$ cat src/rtl/fifo_frame_loader_if.sv
// Handshake bundle for fifo_frame_loader: FIFO read port, sample stream
// towards the FFT input stage, and frame status.
// master = the frame loader itself, slave = whatever sits around it.
interface fifo_frame_loader_if #(
    parameter int DATA_WIDTH = 24,
    parameter int CNT_WIDTH  = 16
);
    logic                  Enable_in;
    logic [DATA_WIDTH-1:0] FifoData_in;
    logic                  FifoEmpty_in;
    logic                  FifoReadEn_out;
    logic [DATA_WIDTH-1:0] Sample_out;
    logic                  Valid_out;
    logic                  Ready_in;
    logic                  Sop_out;
    logic                  Eop_out;
    logic                  FrameDone_out;
    logic [CNT_WIDTH-1:0]  FrameCount_out;
    logic                  Busy_out;

    modport master (
        input  Enable_in, FifoData_in, FifoEmpty_in, Ready_in,
        output FifoReadEn_out, Sample_out, Valid_out, Sop_out, Eop_out,
               FrameDone_out, FrameCount_out, Busy_out
    );

    modport slave (
        output Enable_in, FifoData_in, FifoEmpty_in, Ready_in,
        input  FifoReadEn_out, Sample_out, Valid_out, Sop_out, Eop_out,
               FrameDone_out, FrameCount_out, Busy_out
    );
endinterface

$ cat src/rtl/fifo_frame_loader.sv
// fifo_frame_loader: pops PCM samples from the audio FIFO (registered read
// data, one cycle after the pop), groups them into FRAME_LEN-sample frames and
// streams them out over valid/ready with Sop/Eop markers.
// Optional macro FRAME_LOADER_DECIM2_EN: pop every word but forward only the
// even ones, so each frame consumes 2*FRAME_LEN FIFO words.
module fifo_frame_loader #(
    parameter int DATA_WIDTH = 24,
    parameter int FRAME_LEN  = 256,
    parameter int CNT_WIDTH  = 16
) (
    input logic                Clk,
    input logic                Reset_in,
    fifo_frame_loader_if.master bus
);
    localparam logic [1:0] IDLE   = 2'd0;
    localparam logic [1:0] STREAM = 2'd1;
    localparam logic [1:0] DRAIN  = 2'd2;
    localparam logic [1:0] DONE   = 2'd3;

    // Index can reach FRAME_LEN in decimating mode (after the last kept sample)
    localparam int               IDX_W    = $clog2(FRAME_LEN + 1);
    localparam logic [IDX_W-1:0] LAST_IDX = IDX_W'(FRAME_LEN - 1);

    logic [1:0]            state_q, state_d;
    logic [IDX_W-1:0]      index_q, index_d;
    logic                  inflight_q;
    logic [DATA_WIDTH-1:0] sample_q;
    logic                  valid_q;
    logic                  sop_q;
    logic                  eop_q;
    logic [CNT_WIDTH-1:0]  count_q;

    logic pop;
    logic capture;
    logic lastPop;
    logic frameIdle;

    // A pop waits for the previous word to land and for the output register to be free
    assign pop = (state_q == STREAM) & ~bus.FifoEmpty_in & ~inflight_q
               & (~valid_q | bus.Ready_in);

    // IDLE and DONE are the only places a frame boundary happens
    assign frameIdle = (state_q == IDLE) | (state_q == DONE);

`ifdef FRAME_LOADER_DECIM2_EN
    localparam logic [IDX_W-1:0] FULL_IDX = IDX_W'(FRAME_LEN);

    logic toggle_q, toggle_d;
    logic keep_q;

    // The last pop of a frame is the discarded odd word after the final kept sample
    assign capture = inflight_q & keep_q;
    assign lastPop = pop & toggle_q & (index_q == FULL_IDX);

    // Parity of popped words, restarted at every frame boundary
    always_comb begin
        toggle_d = toggle_q;
        if (frameIdle)
            toggle_d = 1'b0;
        else if (pop)
            toggle_d = ~toggle_q;
    end

    // Parity register plus the keep/discard mark carried alongside the in-flight word
    always_ff @(posedge Clk or posedge Reset_in) begin
        if (Reset_in) begin
            toggle_q <= 1'b0;
            keep_q   <= 1'b0;
        end else begin
            toggle_q <= toggle_d;
            if (pop)
                keep_q <= ~toggle_q;
        end
    end
`else
    assign capture = inflight_q;
    assign lastPop = pop & (index_q == LAST_IDX);
`endif

    // Frame sequencing; a mid-frame Enable drop lets the current frame finish
    always_comb begin
        state_d = state_q;
        case (state_q)
            IDLE:    if (bus.Enable_in) state_d = STREAM;
            STREAM:  if (lastPop) state_d = DRAIN;
            DRAIN:   if (~inflight_q & (~valid_q | bus.Ready_in)) state_d = DONE;
            DONE:    state_d = bus.Enable_in ? STREAM : IDLE;
            default: state_d = IDLE;
        endcase
    end

    // Sample index counts captured samples and only returns to zero between frames
    always_comb begin
        index_d = index_q;
        if (frameIdle)
            index_d = '0;
        else if (capture)
            index_d = index_q + IDX_W'(1);
    end

    // Control state and the one-cycle in-flight marker for registered FIFO data
    always_ff @(posedge Clk or posedge Reset_in) begin
        if (Reset_in) begin
            state_q    <= IDLE;
            index_q    <= '0;
            inflight_q <= 1'b0;
        end else begin
            state_q    <= state_d;
            index_q    <= index_d;
            inflight_q <= pop;
        end
    end

    // Output register: load on capture, hold under backpressure, clear after handshake
    always_ff @(posedge Clk or posedge Reset_in) begin
        if (Reset_in) begin
            sample_q <= '0;
            valid_q  <= 1'b0;
            sop_q    <= 1'b0;
            eop_q    <= 1'b0;
        end else if (capture) begin
            sample_q <= bus.FifoData_in;
            valid_q  <= 1'b1;
            sop_q    <= (index_q == '0);
            eop_q    <= (index_q == LAST_IDX);
        end else if (valid_q & bus.Ready_in) begin
            valid_q  <= 1'b0;
            sop_q    <= 1'b0;
            eop_q    <= 1'b0;
        end
    end

    // Completed-frame counter, wrapping naturally at its width
    always_ff @(posedge Clk or posedge Reset_in) begin
        if (Reset_in)
            count_q <= '0;
        else if (state_q == DONE)
            count_q <= count_q + CNT_WIDTH'(1);
    end

    assign bus.FifoReadEn_out = pop;
    assign bus.Sample_out     = sample_q;
    assign bus.Valid_out      = valid_q;
    assign bus.Sop_out        = sop_q;
    assign bus.Eop_out        = eop_q;
    assign bus.FrameDone_out  = (state_q == DONE);
    assign bus.FrameCount_out = count_q;
    assign bus.Busy_out       = (state_q != IDLE);
endmodule
$ cat src/flat_wrapper.sv
// flat-port wrapper written by rule: the top's interface ports become plain ports
module fifo_frame_loader_flat 
#(
    parameter int DATA_WIDTH = 24,
    parameter int FRAME_LEN  = 256,
    parameter int CNT_WIDTH  = 16
)
  (Clk, Reset_in, bus_Enable_in, bus_FifoData_in, bus_FifoEmpty_in, bus_Ready_in, bus_FifoReadEn_out, bus_Sample_out, bus_Valid_out, bus_Sop_out, bus_Eop_out, bus_FrameDone_out, bus_FrameCount_out, bus_Busy_out);
  fifo_frame_loader_if #(.DATA_WIDTH(DATA_WIDTH), .CNT_WIDTH(CNT_WIDTH)) bus_i ();
  input logic Clk;
  input logic Reset_in;
  input wire logic [$bits(bus_i.Enable_in)-1:0] bus_Enable_in;
  input wire logic [$bits(bus_i.FifoData_in)-1:0] bus_FifoData_in;
  input wire logic [$bits(bus_i.FifoEmpty_in)-1:0] bus_FifoEmpty_in;
  input wire logic [$bits(bus_i.Ready_in)-1:0] bus_Ready_in;
  output wire logic [$bits(bus_i.FifoReadEn_out)-1:0] bus_FifoReadEn_out;
  output wire logic [$bits(bus_i.Sample_out)-1:0] bus_Sample_out;
  output wire logic [$bits(bus_i.Valid_out)-1:0] bus_Valid_out;
  output wire logic [$bits(bus_i.Sop_out)-1:0] bus_Sop_out;
  output wire logic [$bits(bus_i.Eop_out)-1:0] bus_Eop_out;
  output wire logic [$bits(bus_i.FrameDone_out)-1:0] bus_FrameDone_out;
  output wire logic [$bits(bus_i.FrameCount_out)-1:0] bus_FrameCount_out;
  output wire logic [$bits(bus_i.Busy_out)-1:0] bus_Busy_out;
  assign bus_i.Enable_in = bus_Enable_in;
  assign bus_i.FifoData_in = bus_FifoData_in;
  assign bus_i.FifoEmpty_in = bus_FifoEmpty_in;
  assign bus_i.Ready_in = bus_Ready_in;
  assign bus_FifoReadEn_out = bus_i.FifoReadEn_out;
  assign bus_Sample_out = bus_i.Sample_out;
  assign bus_Valid_out = bus_i.Valid_out;
  assign bus_Sop_out = bus_i.Sop_out;
  assign bus_Eop_out = bus_i.Eop_out;
  assign bus_FrameDone_out = bus_i.FrameDone_out;
  assign bus_FrameCount_out = bus_i.FrameCount_out;
  assign bus_Busy_out = bus_i.Busy_out;
  fifo_frame_loader #(.DATA_WIDTH(DATA_WIDTH), .FRAME_LEN(FRAME_LEN), .CNT_WIDTH(CNT_WIDTH)) u_core (.Clk(Clk), .Reset_in(Reset_in), .bus(bus_i));
endmodule
$ cat config.mk
export PLATFORM = sky130hd
export DESIGN_NAME = fifo_frame_loader_flat
export DESIGN_NICKNAME = d
export VERILOG_FILES = /design/src/rtl/fifo_frame_loader_if.sv /design/src/rtl/fifo_frame_loader.sv /design/src/flat_wrapper.sv
export SDC_FILE = /design/constraint.sdc
export NUM_CORES = 1
export LEC_CHECK = 0
export CAP_MARGIN = 15
export CORE_ASPECT_RATIO = 1.2
export CORE_MARGIN = 5
export CORE_UTILIZATION = 42
export CTS_CLUSTER_DIAMETER = 150
export CTS_CLUSTER_SIZE = 30
export DETAILED_ROUTE_END_ITERATION = 10
export GPL_TIMING_DRIVEN = 0
export PLACE_DENSITY = 0.85
export SYNTH_ARGS = -nofsm -noshare
export SYNTH_HDL_FRONTEND = slang
export SYNTH_SLANG_ARGS = --single-unit
$ cat constraint.sdc
create_clock -name Clk -period 1.92 [get_ports Clk]
set_input_delay 0.192 -clock Clk [delete_from_list [all_inputs] [get_ports Clk]]
set_output_delay 0.192 -clock Clk [all_outputs]
set_load 0.005 [all_outputs]
Word-level counts from Yosys, hierarchy flattened
Cells that the tools add are included.
- bitwise operators: 11
- equal/unequal tests: 7
- mux-type cells: 11
- reduce and logical (&&, ||, !) cells: 6
- $add $sub $neg: 2
- operator list (cell ; count):
    2-to-1 mux 9 bit ; 2
    adder 16 x 1 -> 16 bit, second input constant ; 1
    adder 9 x 1 -> 9 bit, second input constant ; 1
    == test 9 x 8 -> 1 bit, second input constant ; 1
    logical NOT 9 bit ; 1
    one-hot mux 2 bit (4 select lines) ; 1
    AND 1 bit ; 6
    2-to-1 mux 2 bit ; 3
    nonzero test 2 bit ; 3
    2-to-1 mux 1 bit ; 5
    == test 2 bit, second input constant ; 2
    inequality test 2 x 1 -> 1 bit, second input constant ; 2
    inverter 1 bit ; 3
    AND reduction 3 bit ; 1
    == test 2 x 1 -> 1 bit, second input constant ; 1
    logical NOT 2 bit ; 1
    inequality test 2 bit, second input constant ; 1
    OR 1 bit ; 2
- flip-flop bits (word level): 55
- output and inout port bits: 46
- bits of input ports: 29
- word-level logic and storage cells: 45

Longest topological paths before layout
Gate-level depths: netlist of the first run.
- word-level depth: 7
- depth in mapped cells: 8

Least setup slack after synthesis of the first run
OpenSTA, ideal clock, no wires.
- path kind: register to register
- start point: reg u_core.index_q[0]
- end point: reg u_core.state_q[1]
- data required time: 1.795 ns
- arrival time: 1.743 ns
- setup slack: 0.052 ns
- setup time: 0.125 ns
- period minus slack after synthesis: 1.868 ns
- cell stages (with the launch flop): 9
- path through: dfrtp_1 ha_1 nand3_1 nor2_1 ha_1 inv_1 o41ai_1 nand3_1 mux2_2
- longest elaborated chain between the ends: 4
- RTL lines (what ; RTL line ; text):
    start, declared ; fifo_frame_loader.sv:25 ; logic [IDX_W-1:0] index_q, index_d;
    start signal, assigned ; fifo_frame_loader.sv:109 ; index_q <= index_d;
    == test 9 x 8 -> 1 bit ; fifo_frame_loader.sv:77 ; assign lastPop = pop & (index_q == LAST_IDX);
    AND 1 bit ; fifo_frame_loader.sv:77 ;
    inequality test 2 x 1 -> 1 bit (no source line) ; n/a ;
    AND reduction 3 bit (no source line) ; n/a ;
    end signal, assigned ; fifo_frame_loader.sv:108 ; state_q <= state_d;
    end, declared ; fifo_frame_loader.sv:24 ; logic [1:0] state_q, state_d;
Every way passes these cells.
A chain may end at the register's enable or synchronous reset.

Worst setup path after layout of the first run
- start point: reg u_core.index_q[1]
- end point: reg u_core.state_q[1]
The elaborated chain is that of the path after synthesis.

==> reports/results.txt, run 1 <==
Worst slew margin -> 0.654
EDFF count, synth -> 0
Wire length per cell -> 15.1 µm
RSZ-0062 raised after global routing -> yes
H-tree levels -> 2
Top_reg_cell synth -> dfrtp_1
Total die area -> 7370 µm²
Mux share of post-synthesis cell area -> 0.125
Largest family of logic cells by synthesized area -> multiplexers
Synthesized area per cell -> 12.6 µm²
TritonCTS clock tree -> built
Violated checks -> setup timing
CP Capture Type -> flip-flop
Leak -> 0.00152 µW
Area delta synth->final -> 44.6%
Ant diodes -> 0
Slowest CP cell -> dfrtp_1
Synth Area in Adders -> 0.0466
Slew Limit Fails -> 0
Outcome -> finished, violations left
Ys Warns -> 0
Vias in the first global route -> 1905
CTS Sinks -> 55
Netlist cell types -> 35
Buf/Inv on CP -> 1
TritonRoute pass-1 iters -> 4
Worst skew pair latency -> 300 ps
CP Launch Type -> flip-flop
Via-to-Cell Ratio -> 5.01
Hold Path Class -> in -> async
DRT antenna net count -> 0
Largest net degree at the start of global routing -> 40
Yosys top cell area share -> 0.570
Req. time, crit path -> 2110 ps
Die X -> 79.2 µm
Post-route insts no fill -> 349
Total power -> 4400 µW
Post-layout util -> 0.620
Worst Max-Slew Pin Slew -> 518 ps
Crit path largest cell delay -> 410 ps
Hold Fails Final Rpt -> 0
WL final -> 5260 µm
Arrival time at the worst endpoint -> 2150 ps
Max-cap violations -> 0
CP delay by family, top -> flip-flops
DPL Wire Length -> 3870 µm
Post-Syn Nets -> 230
Setup violations, final -> 1
Maximum clock insertion buffer count -> 2
Worst VDD drop -> 0.000845 V
CP Cell Sequence -> ha_4 -> nand3_2 -> nor2_2 -> ha_2 -> inv_2 -> o41ai_4 -> nand3_2 -> mux2_4
Async set-reset flop share out of synthesis -> 1.00
Final worst slack -> -41.6 ps
First-pass GRT wire length -> 8860 µm
Post-synthesis sequential area ratio -> 0.570
Drt drc -> 0
Gr usage total -> 0.148
Initial antenna violation count -> 0
Synth Instances -> 192
Leading post-synthesis cells by cell area -> dfrtp_1, mux2_2, ha_1
GRT Residual Overflow -> 0
Port buffer count -> 74
Core area -> 5630 µm²
Initial Utilization -> 0.429
Layout cells sized above 1 -> 0.232
Synth Cell Area -> 2410 µm²
#FFs+latches synth -> 55
Clk slew on worst S/H paths -> 100 ps
Synth area leader -> dfrtp_1
Post-Synth Simple-Gate Area -> 0.122
Die Y -> 93.1 µm
Iter 0 DRT Violations -> 50
Placed cells -> 331
Power per cell area -> 1260 nW/µm²
Nets@finish -> 322
Most used cell, CP -> nand3_2
Synth Area in XOR/XNOR -> 0.0725
Vias -> 1747
Final period utilization -> 1.02
Num rows -> 30
RD Place Congestion -> 0.814
Worst-path fanout max -> 2
Post-synthesis compound-gate area fraction -> 0.0358
Post-route design area -> 3490 µm²
Root Buffer -> clkbuf_8
Worst Skew -> 10.5 ps
Post-DP Area -> 3260 µm²
Fmax -> 510 MHz
Number of top-level pins -> 75
Period minus WS final -> 1960 ps
CTS Buf Count -> 5
Setup Crit Path Kind -> reg -> reg
Cts hold-fix bufs -> 0
-- cells by family after synthesis --
kind of cell,Yosys count
and+or+nand+nor,54
AOI/OAI and AO/OA,12
muxes,27
xor gates and xnor gates,20
adders and majority gates,9
buffers and inverters,15
DFF,55
-- placed cells by master, fill, tap and decap left out, types with 2 or more instances in the layout --
cell             count
o21ai_0              5
dfrtp_1             55
nor3_2               2
buf_2                2
nor3_1               2
and2_1               5
buf_4               10
inv_1                8
clkbuf_8             6
xnor2_1             12
nand4_1              8
xor2_1               8
nand2_1             14
nand3_2              3
mux2_2              25
nor2b_1              2
inv_2                2
nor2_1               4
clkdlybuf4s50_1     73
ha_1                 7
nand3_1              2
or3_1                2
a21boi_0             2
-- layer usage --
layer  track usage  share of wire  vias up
met2         0.253           0.50       59
met1         0.191           0.44      851
met3        0.0347          0.054        5
met4        0.0344         0.0093        0
li1              -              -      832
met5             0              0        -
-- state kept, by name (all words and copies together) (netlist names) --
| name | count |
|---|---|
| u_core.bus.Eop_out | 1 |
| u_core.bus.FrameCount_out | 16 |
| u_core.bus.Sample_out | 24 |
| u_core.bus.Sop_out | 1 |
| u_core.bus.Valid_out | 1 |
| u_core.capture | 1 |
| u_core.index_q | 9 |
| u_core.state_q | 2 |
-- repair_timing --
action                                  in CTS  in global routing
gates cloned                                 0                  0
pin swaps                                    2                  5
setup buffers                                7                  3
endpoints found under the setup margin       3                  9
gates resized for setup                      6                 13
-- worst register-to-register path, cell delays in order, from the launching register on --
cell	delay, ps
dfrtp_1	410
ha_4	160
nand3_2	80
nor2_2	130
ha_2	200
inv_2	50
o41ai_4	380
nand3_2	140
mux2_4	310
-- final cells by class --
type / instances / area, µm²
plain buffers: 5 / 32.5
clock buffers: 7 / 86.3
clock inverters: 1 / 8.76
fillers: 461 / 2140
inverters: 10 / 37.5
multi-input cells: 122 / 1040
flip-flops and latches: 55 / 1380
well taps: 64 / 80.1
repair buffers: 85 / 831
-- synth_stat cells, drive strengths merged (5+ instances only) --
library cell,instances
nand3,5
xnor2,12
xor2,8
inv,10
nor2,5
and2,5
dfrtp,55
ha,9
nand4,8
mux2,26
o21ai,5
nand2,15
-- path summary, 6_finish.rpt --
| kind | slack, ps | startpoint | cells after the start | endpoint |
|---|---|---|---|---|
| setup / recovery | -40 | u_core.index_q[1] | 8 | u_core.state_q[1] |
| hold / removal | 170 | Reset_in | 2 | u_core.bus.FrameCount_out[15] |
| setup reg to reg | -40 | u_core.index_q[1] | 8 | u_core.state_q[1] |
| hold reg to reg | 480 | u_core.bus.FrameCount_out[15] | 1 | u_core.bus.FrameCount_out[15] |
| max in group asynchronous | 1220 | Reset_in | 3 | u_core.index_q[4] |
| min in group Clk | 480 | u_core.bus.FrameCount_out[15] | 1 | u_core.bus.FrameCount_out[15] |
-- where the power goes --
group          switching (µW)  internal [µW]
clock                     353            296
sequential                271           1540
combinational             684           1250
-- through the flow --
step                setup TNS [ps]  hold slack, ps  setup WS (ps)
floorplan                        0             287           51.9
global placement            -33430             460           -604
detailed placement            -407             463           -190
CTS                              0             180           4.18
global route                  -227             181           -130
finish                       -41.6             169          -41.6
Power figures use the tool's default switching activity.
==> inputs of run 2 (changes only) <==
--- a/config.mk
+++ b/config.mk
@@ -10,9 +10,7 @@
 export CORE_MARGIN = 5
 export CORE_UTILIZATION = 42
 export CTS_CLUSTER_DIAMETER = 150
-export CTS_CLUSTER_SIZE = 30
 export DETAILED_ROUTE_END_ITERATION = 10
-export GPL_TIMING_DRIVEN = 0
 export PLACE_DENSITY = 0.85
 export SYNTH_ARGS = -nofsm -noshare
 export SYNTH_HDL_FRONTEND = slang
==> run 2 against run 1 <==
  * Final area down 0.72%
  * Largest cell class unchanged
  * Clock power up 23%
  * The run now ends clean
  * Sequential cell count unchanged
  * Highest routed layer unchanged
  * Fmax rose by 8.4%
  * Non-clock buffer count decreased by 3
  * Critical endpoint is now bus_Busy_out
  * Register-to-register slack better by 200 ps
  * Total power up 2.0%
  * Cell count fell by 0.86%
  * Clock-buffer cell count down 1
==> reports/results.txt, run 2 (synthesis results as in run 1) <==
Clk slew on worst S/H paths -> 100 ps (about the same)
DPL Wire Length -> 3800 µm (-1.7%)
Die Y -> 93.1 µm (unchanged)
Fmax -> 553 MHz (+8.4%)
Wire length per cell -> 14.8 µm (-2.0%)
Hold Fails Final Rpt -> 0 (unchanged)
Routing usage on met1 -> 0.173 (-0.0173)
WL final -> 5110 µm (-2.9%)
Vias in the first global route -> 1831 (-3.9%)
Initial antenna violation count -> 0 (unchanged)
RSZ-0062 raised after global routing -> no
Worst-path fanout max -> 5 (+3)
CTS Buf Count -> 5 (unchanged)
Hold Path Class -> in -> async
Root Buffer -> clkbuf_8
Hold slack final -> 249 ps (+79.8 ps)
Maximum clock insertion buffer count -> 2 (unchanged)
Most frequent cells in the layout -> clkdlybuf4s50_1, dfrtp_1, mux2_2, nand2_1, xnor2_1
Worst r2r path cells -> 8 (unchanged)
Final period utilization -> 0.942 (-0.0794)
Largest net degree at the start of global routing -> 56 (+40%)
Fin Setup TNS -> 0 ps (+41.6 ps)
Req. time, crit path -> 1730 ps (-380 ps)
Crit path largest cell delay -> 490 ps (+80 ps)
Ant diodes -> 0 (unchanged)
Max-cap violations -> 0 (unchanged)
Worst Skew -> 9.85 ps (-0.642 ps)
GRT Residual Overflow -> 0 (unchanged)
Initial Utilization -> 0.429 (unchanged)
Global route hottest layer -> met2
FF+latch area -> 1380 µm² (unchanged)
DRT antenna net count -> 0 (unchanged)
Multi-input logic area -> 998 µm² (-4.0%)
Worst VDD drop -> 0.000906 V (+7.2%)
First-pass GRT wire length -> 8450 µm (-4.6%)
Die X -> 79.2 µm (unchanged)
Max reg flops -> 24 (unchanged)
Number of top-level pins -> 75 (unchanged)
Core area -> 5630 µm² (unchanged)
H-tree levels -> 2 (unchanged)
Most used cell, CP -> inv_1
Worst skew pair latency -> 310 ps (about the same)
Leak -> 0.00152 µW (-0.18%)
Period minus WS final -> 1810 ps (-152 ps)
RD Place Congestion -> 0.824 (+1.2%)
Worst r2r dst -> u_core.state_q[1]
Worst slew margin -> 0.737 (+0.0823)
CP Cell Sequence -> inv_1 -> ha_1 -> inv_1 -> clkdlybuf4s50_1
Worst Max-Slew Pin Slew -> 392 ps (-127 ps)
Fillers -> 451 (-2.2%)
Setup Buffers After CTS -> 0 (-7)
TritonRoute pass-1 iters -> 4 (unchanged)
CP Capture Type -> output port
Drt drc -> 0 (unchanged)
Vias -> 1751 (+0.23%)
Commonest non-fill, non-tap cell in the layout -> clkdlybuf4s50_1
CP Launch Type -> flip-flop
Area delta synth->final -> 43.6%
Layout cells sized above 1 -> 0.199 (-0.0330)
Iter 0 DRT Violations -> 73 (+46%)
Arrival time at the worst endpoint -> 1620 ps (-530 ps)
Slew Limit Fails -> 0 (unchanged)
Port buffer count -> 74 (unchanged)
CTS Sinks -> 55 (unchanged)
Via-to-Cell Ratio -> 5.06 (+1.1%)
Gr usage total -> 0.144 (-0.00439)
Setup violations, final -> 0 (-1)
Reg-to-reg startpoint -> u_core.index_q[4]
Power per cell area -> 1290 nW/µm² (+2.8%)
Met2 global-route usage -> 0.246 (-0.00702)
TritonCTS clock tree -> built
Cts hold-fix bufs -> 0 (unchanged)
Worst reg2reg setup slack -> 160 ps (+200 ps)
Setup Crit Path Kind -> reg -> out
Num rows -> 30 (unchanged)
Total die area -> 7370 µm² (unchanged)
Nets@finish -> 319 (-0.93%)
Outcome -> finished, final reports clean
Grt met3 use -> 0.0424 (+0.00771)
Slowest CP cell -> clkdlybuf4s50_1
run 2: cell types whose count changed in the layout (fill, tap and decap cells not counted), sizes merged:
cell,previous run,this run
clkbuf,9,6
buf,15,13
bufinv,0,1
clkinv,1,0
dlygate4sd2,0,1
inv,10,11
run 2: cell type report:
class	instances	share of cell area
repair buffers	87	0.246
inverters	10	0.0108
clock inverters	2	0.0112
well taps	64	0.0231
flip-flops and latches	55	0.397
multi-input cells	122	0.288
clock buffers	6	0.0238
run 2: metrics by stage:
| stage | setup slack (ps) | total power (µW) | std cells | area (µm²) | util |
|---|---|---|---|---|---|
| 2_1_floorplan | 51.9 | 2670 | 192 | 2410 | - |
| 3_3_place_gp | -43.2 | 3630 | 338 | 3320 | 0.589 |
| 3_5_place_dp | -113 | 3720 | 338 | 3320 | 0.589 |
| 4_1_cts | 39.9 | 4540 | 346 | 3450 | 0.613 |
| 5_1_grt | 3.93 | 4800 | 346 | 3470 | 0.616 |
| 6_report | 111 | 4490 | 346 | 3470 | 0.616 |
run 2: power breakdown:
| group | switching, µW | leakage (µW) | internal [µW] |
|---|---|---|---|
| Combinational | 664 | 0.000754 | 1220 |
| Clock | 367 | 0.0000618 | 429 |
| Sequential | 269 | 0.000700 | 1540 |
| Total | 1300 | 0.00152 | 3190 |
run 2: repair_timing:
item	4_1_cts	5_1_grt
cloned	0	0
endpoints found under the hold margin	0	0
setup endpoints to repair	2	3
resized for setup	3	3
pin swaps	0	3
run 2: critical path: cells and delay by family (launching register included):
family / cells / cell delay (ps)
flops: 1 / 400
buf+inv: 3 / 670
fa+ha+maj: 1 / 240
run 2: how the worst max path moves through the flow:
stage | startpoint | endpoint | cells past startpoint | slack (ps)
final | u_core.state_q[0] | bus_Busy_out | 4 | 110
after global routing | u_core.state_q[0] | bus_Busy_out | 4 | 4
after CTS | u_core.index_q[4] | u_core.state_q[1] | 8 | 40
after detailed placement | bus_Ready_in | bus_FifoReadEn_out | 5 | -110
after global placement | bus_Ready_in | bus_FifoReadEn_out | 5 | -40
after floorplan | u_core.index_q[0] | u_core.state_q[1] | 8 | 50
run 2: per-layer routing:
layer | vias up | part of all wire
li1 | 838 | -
met1 | 851 | 0.41
met2 | 54 | 0.50
met3 | 8 | 0.074
met4 | 0 | 0.014
met5 | - | 0
==> inputs of run 3 (changes only) <==
--- a/config.mk
+++ b/config.mk
@@ -8,10 +8,10 @@
 export CAP_MARGIN = 15
 export CORE_ASPECT_RATIO = 1.2
 export CORE_MARGIN = 5
-export CORE_UTILIZATION = 42
+export CORE_UTILIZATION = 46
 export CTS_CLUSTER_DIAMETER = 150
 export DETAILED_ROUTE_END_ITERATION = 10
-export PLACE_DENSITY = 0.85
+export PLACE_DENSITY = 0.88
 export SYNTH_ARGS = -nofsm -noshare
 export SYNTH_HDL_FRONTEND = slang
 export SYNTH_SLANG_ARGS = --single-unit
==> constraint.sdc (replaced) <==
create_clock -name Clk -period 1.89 [get_ports Clk]
set_input_delay 0.189 -clock Clk [delete_from_list [all_inputs] [get_ports Clk]]
set_output_delay 0.189 -clock Clk [all_outputs]
set_load 0.005 [all_outputs]
==> run 3 against run 2 <==
  * Sequential cell count is the same
  * Sequential share of layout area grew 0.33 points
  * Utilization grew 4.7 points
  * Global-route usage grew 1.2 points
  * Cell count shrank 0.58%
  * Total power shrank 2.7%
  * Hold slack lost 18 ps
  * Clock-buffer cell count shrank 1
  * Register-to-register slack lost 110 ps
  * Combinational power grew 3%
==> reports/results.txt, run 3 (synthesis results as in run 1) <==
Outcome -> finished, final reports clean
Worst-path fanout max -> 2 (-3)
Power per cell area -> 1270 nW/µm² (-1.9%)
Hold Fails Final Rpt -> 0 (unchanged)
Fillers -> 398 (-12%)
Part of the power in registers -> 0.417 (+0.014)
Arrival time at the worst endpoint -> 2040 ps (+420 ps)
Die Y -> 89.4 µm (-4.0%)
GRT Residual Overflow -> 0 (unchanged)
Drt drc -> 0 (unchanged)
Iter 0 DRT Violations -> 55 (-25%)
Slowest CP cell -> dfrtp_1
CTS Sinks -> 55 (unchanged)
Worst slew margin -> 0.731 (-0.00564)
Post-place setup slack -> -105 ps (+8.25 ps)
Setup violations, final -> 0 (unchanged)
Fin Setup TNS -> 0 ps (unchanged)
Final worst slack -> 46.9 ps (-63.9 ps)
Ant diodes -> 0 (unchanged)
CTS Buf Count -> 5 (unchanged)
Num rows -> 29 (-3.3%)
Period minus WS final -> 1840 ps
Gr usage total -> 0.156 (+0.0122)
Leak -> 0.00150 µW (-1.1%)
CP Launch Type -> flip-flop
Total die area -> 6800 µm² (-7.7%)
Initial antenna violation count -> 0 (unchanged)
Commonest non-fill, non-tap cell in the layout -> clkdlybuf4s50_1
WL final -> 5120 µm (+0.33%)
Sw Share -> 0.297 (+0.00724)
Worst skew pair latency -> 310 ps (about the same)
Setup Crit Path Kind -> reg -> reg
DRT antenna net count -> 0 (unchanged)
Wire length per cell -> 14.9 µm (+0.92%)
Worst VDD drop -> 0.000769 V (-15%)
Maximum clock insertion buffer count -> 2 (unchanged)
Max reg flops -> 24 (unchanged)
Req. time, crit path -> 2090 ps (+360 ps)
Most frequent cells in the layout -> clkdlybuf4s50_1, dfrtp_1, mux2_2, nand2_1
CP Capture Type -> flip-flop
DPL Wire Length -> 3640 µm (-4.2%)
First-pass GRT wire length -> 8510 µm (+0.73%)
Initial Utilization -> 0.465 (+0.0365)
RSZ-0062 raised after global routing -> yes
Logic gate share of total power -> 0.441 (+0.022)
Slew Limit Fails -> 0 (unchanged)
TritonCTS clock tree -> built
Largest net degree at the start of global routing -> 56 (unchanged)
Number of top-level pins -> 75 (unchanged)
Cell internal pwr -> 3070 µW (-3.7%)
Final period utilization -> 0.975
Worst Skew -> 5.71 ps (-4.14 ps)
Core area -> 5190 µm² (-7.8%)
Cts hold-fix bufs -> 0 (unchanged)
RD Place Congestion -> 0.852 (+3.4%)
Port buffer count -> 74 (unchanged)
H-tree levels -> 2 (unchanged)
CP Cell Sequence -> ha_2 -> nand3_1 -> nor2_1 -> ha_2 -> inv_1 -> o41ai_4 -> nand3_1 -> mux2_2
Layout cells sized above 1 -> 0.206 (+0.00709)
Max-cap violations -> 0 (unchanged)
Hold Path Class -> in -> async
Vias in the first global route -> 1745 (-4.7%)
Clk pwr share -> 0.142 (-0.035)
Fmax -> 543 MHz
Die X -> 76.1 µm (-3.9%)
Vias -> 1724 (-1.5%)
Buf/Inv on CP -> 1 (-2)
P_sw -> 1300 µW (-0.25%)
Worst Max-Slew Pin Slew -> 400 ps (+8.40 ps)
TritonRoute pass-1 iters -> 4 (unchanged)
Area delta synth->final -> 42.4%
Nets@finish -> 320 (+0.31%)
Clk slew on worst S/H paths -> 90 ps (about the same)
Root Buffer -> clkbuf_8
Via-to-Cell Ratio -> 5.01 (-0.97%)
CP delay by family, top -> adder cells
Crit path largest cell delay -> 370 ps (-120 ps)
## run 3: final cells by class
type / instances / area [µm²] / area share
repair buffers: 88 / 861 / 0.250
clock inverters: 2 / 13.8 / 0.00400
well taps: 62 / 77.6 / 0.0226
multi-input cells: 122 / 1000 / 0.292
inverters: 10 / 37.5 / 0.0109
flip-flops and latches: 55 / 1380 / 0.400
clock buffers: 5 / 68.8 / 0.0200
## run 3: through the flow
stage               power, µW   util  hold slack [ps]  instance area [µm²]  cells
global route             4660  0.663              253                 3440    344
detailed placement       3740  0.639              482                 3310    336
global placement         3680  0.639              461                 3310    336
floorplan                2710      -              284                 2410    192
CTS                      4380  0.657              246                 3410    343
finish                   4370  0.663              231                 3440    344
## run 3: worst paths after layout
check,startpoint,to,slack (ps),cells past startpoint
max,u_core.index_q[1],u_core.state_q[1],50,8
min,Reset_in,u_core.bus.Sample_out[12],230,3
max reg2reg,u_core.index_q[1],u_core.state_q[1],50,8
min reg2reg,u_core.bus.FrameCount_out[15],u_core.bus.FrameCount_out[15],490,1
max in group asynchronous,Reset_in,u_core.bus.Sample_out[7],1420,3
min in group Clk,u_core.bus.FrameCount_out[15],u_core.bus.FrameCount_out[15],490,1
## run 3: layer usage
metal | up-vias | routed length (µm) | GRT usage
met5 | - | 0 | 0
met3 | 8 | 323 | 0.0444
met1 | 826 | 2210 | 0.199
met2 | 58 | 2500 | 0.256
li1 | 832 | - | -
met4 | 0 | 89 | 0.0572
## run 3: tightest hold or removal path: stages
cell	delay (ps)
clkdlybuf4s50_1	410
inv_2	70
buf_12	260
## run 3: power groups by stage
stage	logic, µW	clock network, µW	registers (µW)
4_1_cts	1910	640	1820
3_3_place_gp	1850	0	1830
3_5_place_dp	1890	0	1850
2_1_floorplan	858	0	1860
5_1_grt	2090	683	1880
6_report	1930	619	1820
## run 3: timing repair
item / CTS / global route
resized for setup: 3 / 5
buffers inserted: 0 / 1
endpoints found under the hold margin: 0 / 0
setup endpoints to repair: 2 / 10
pin swaps: 0 / 3
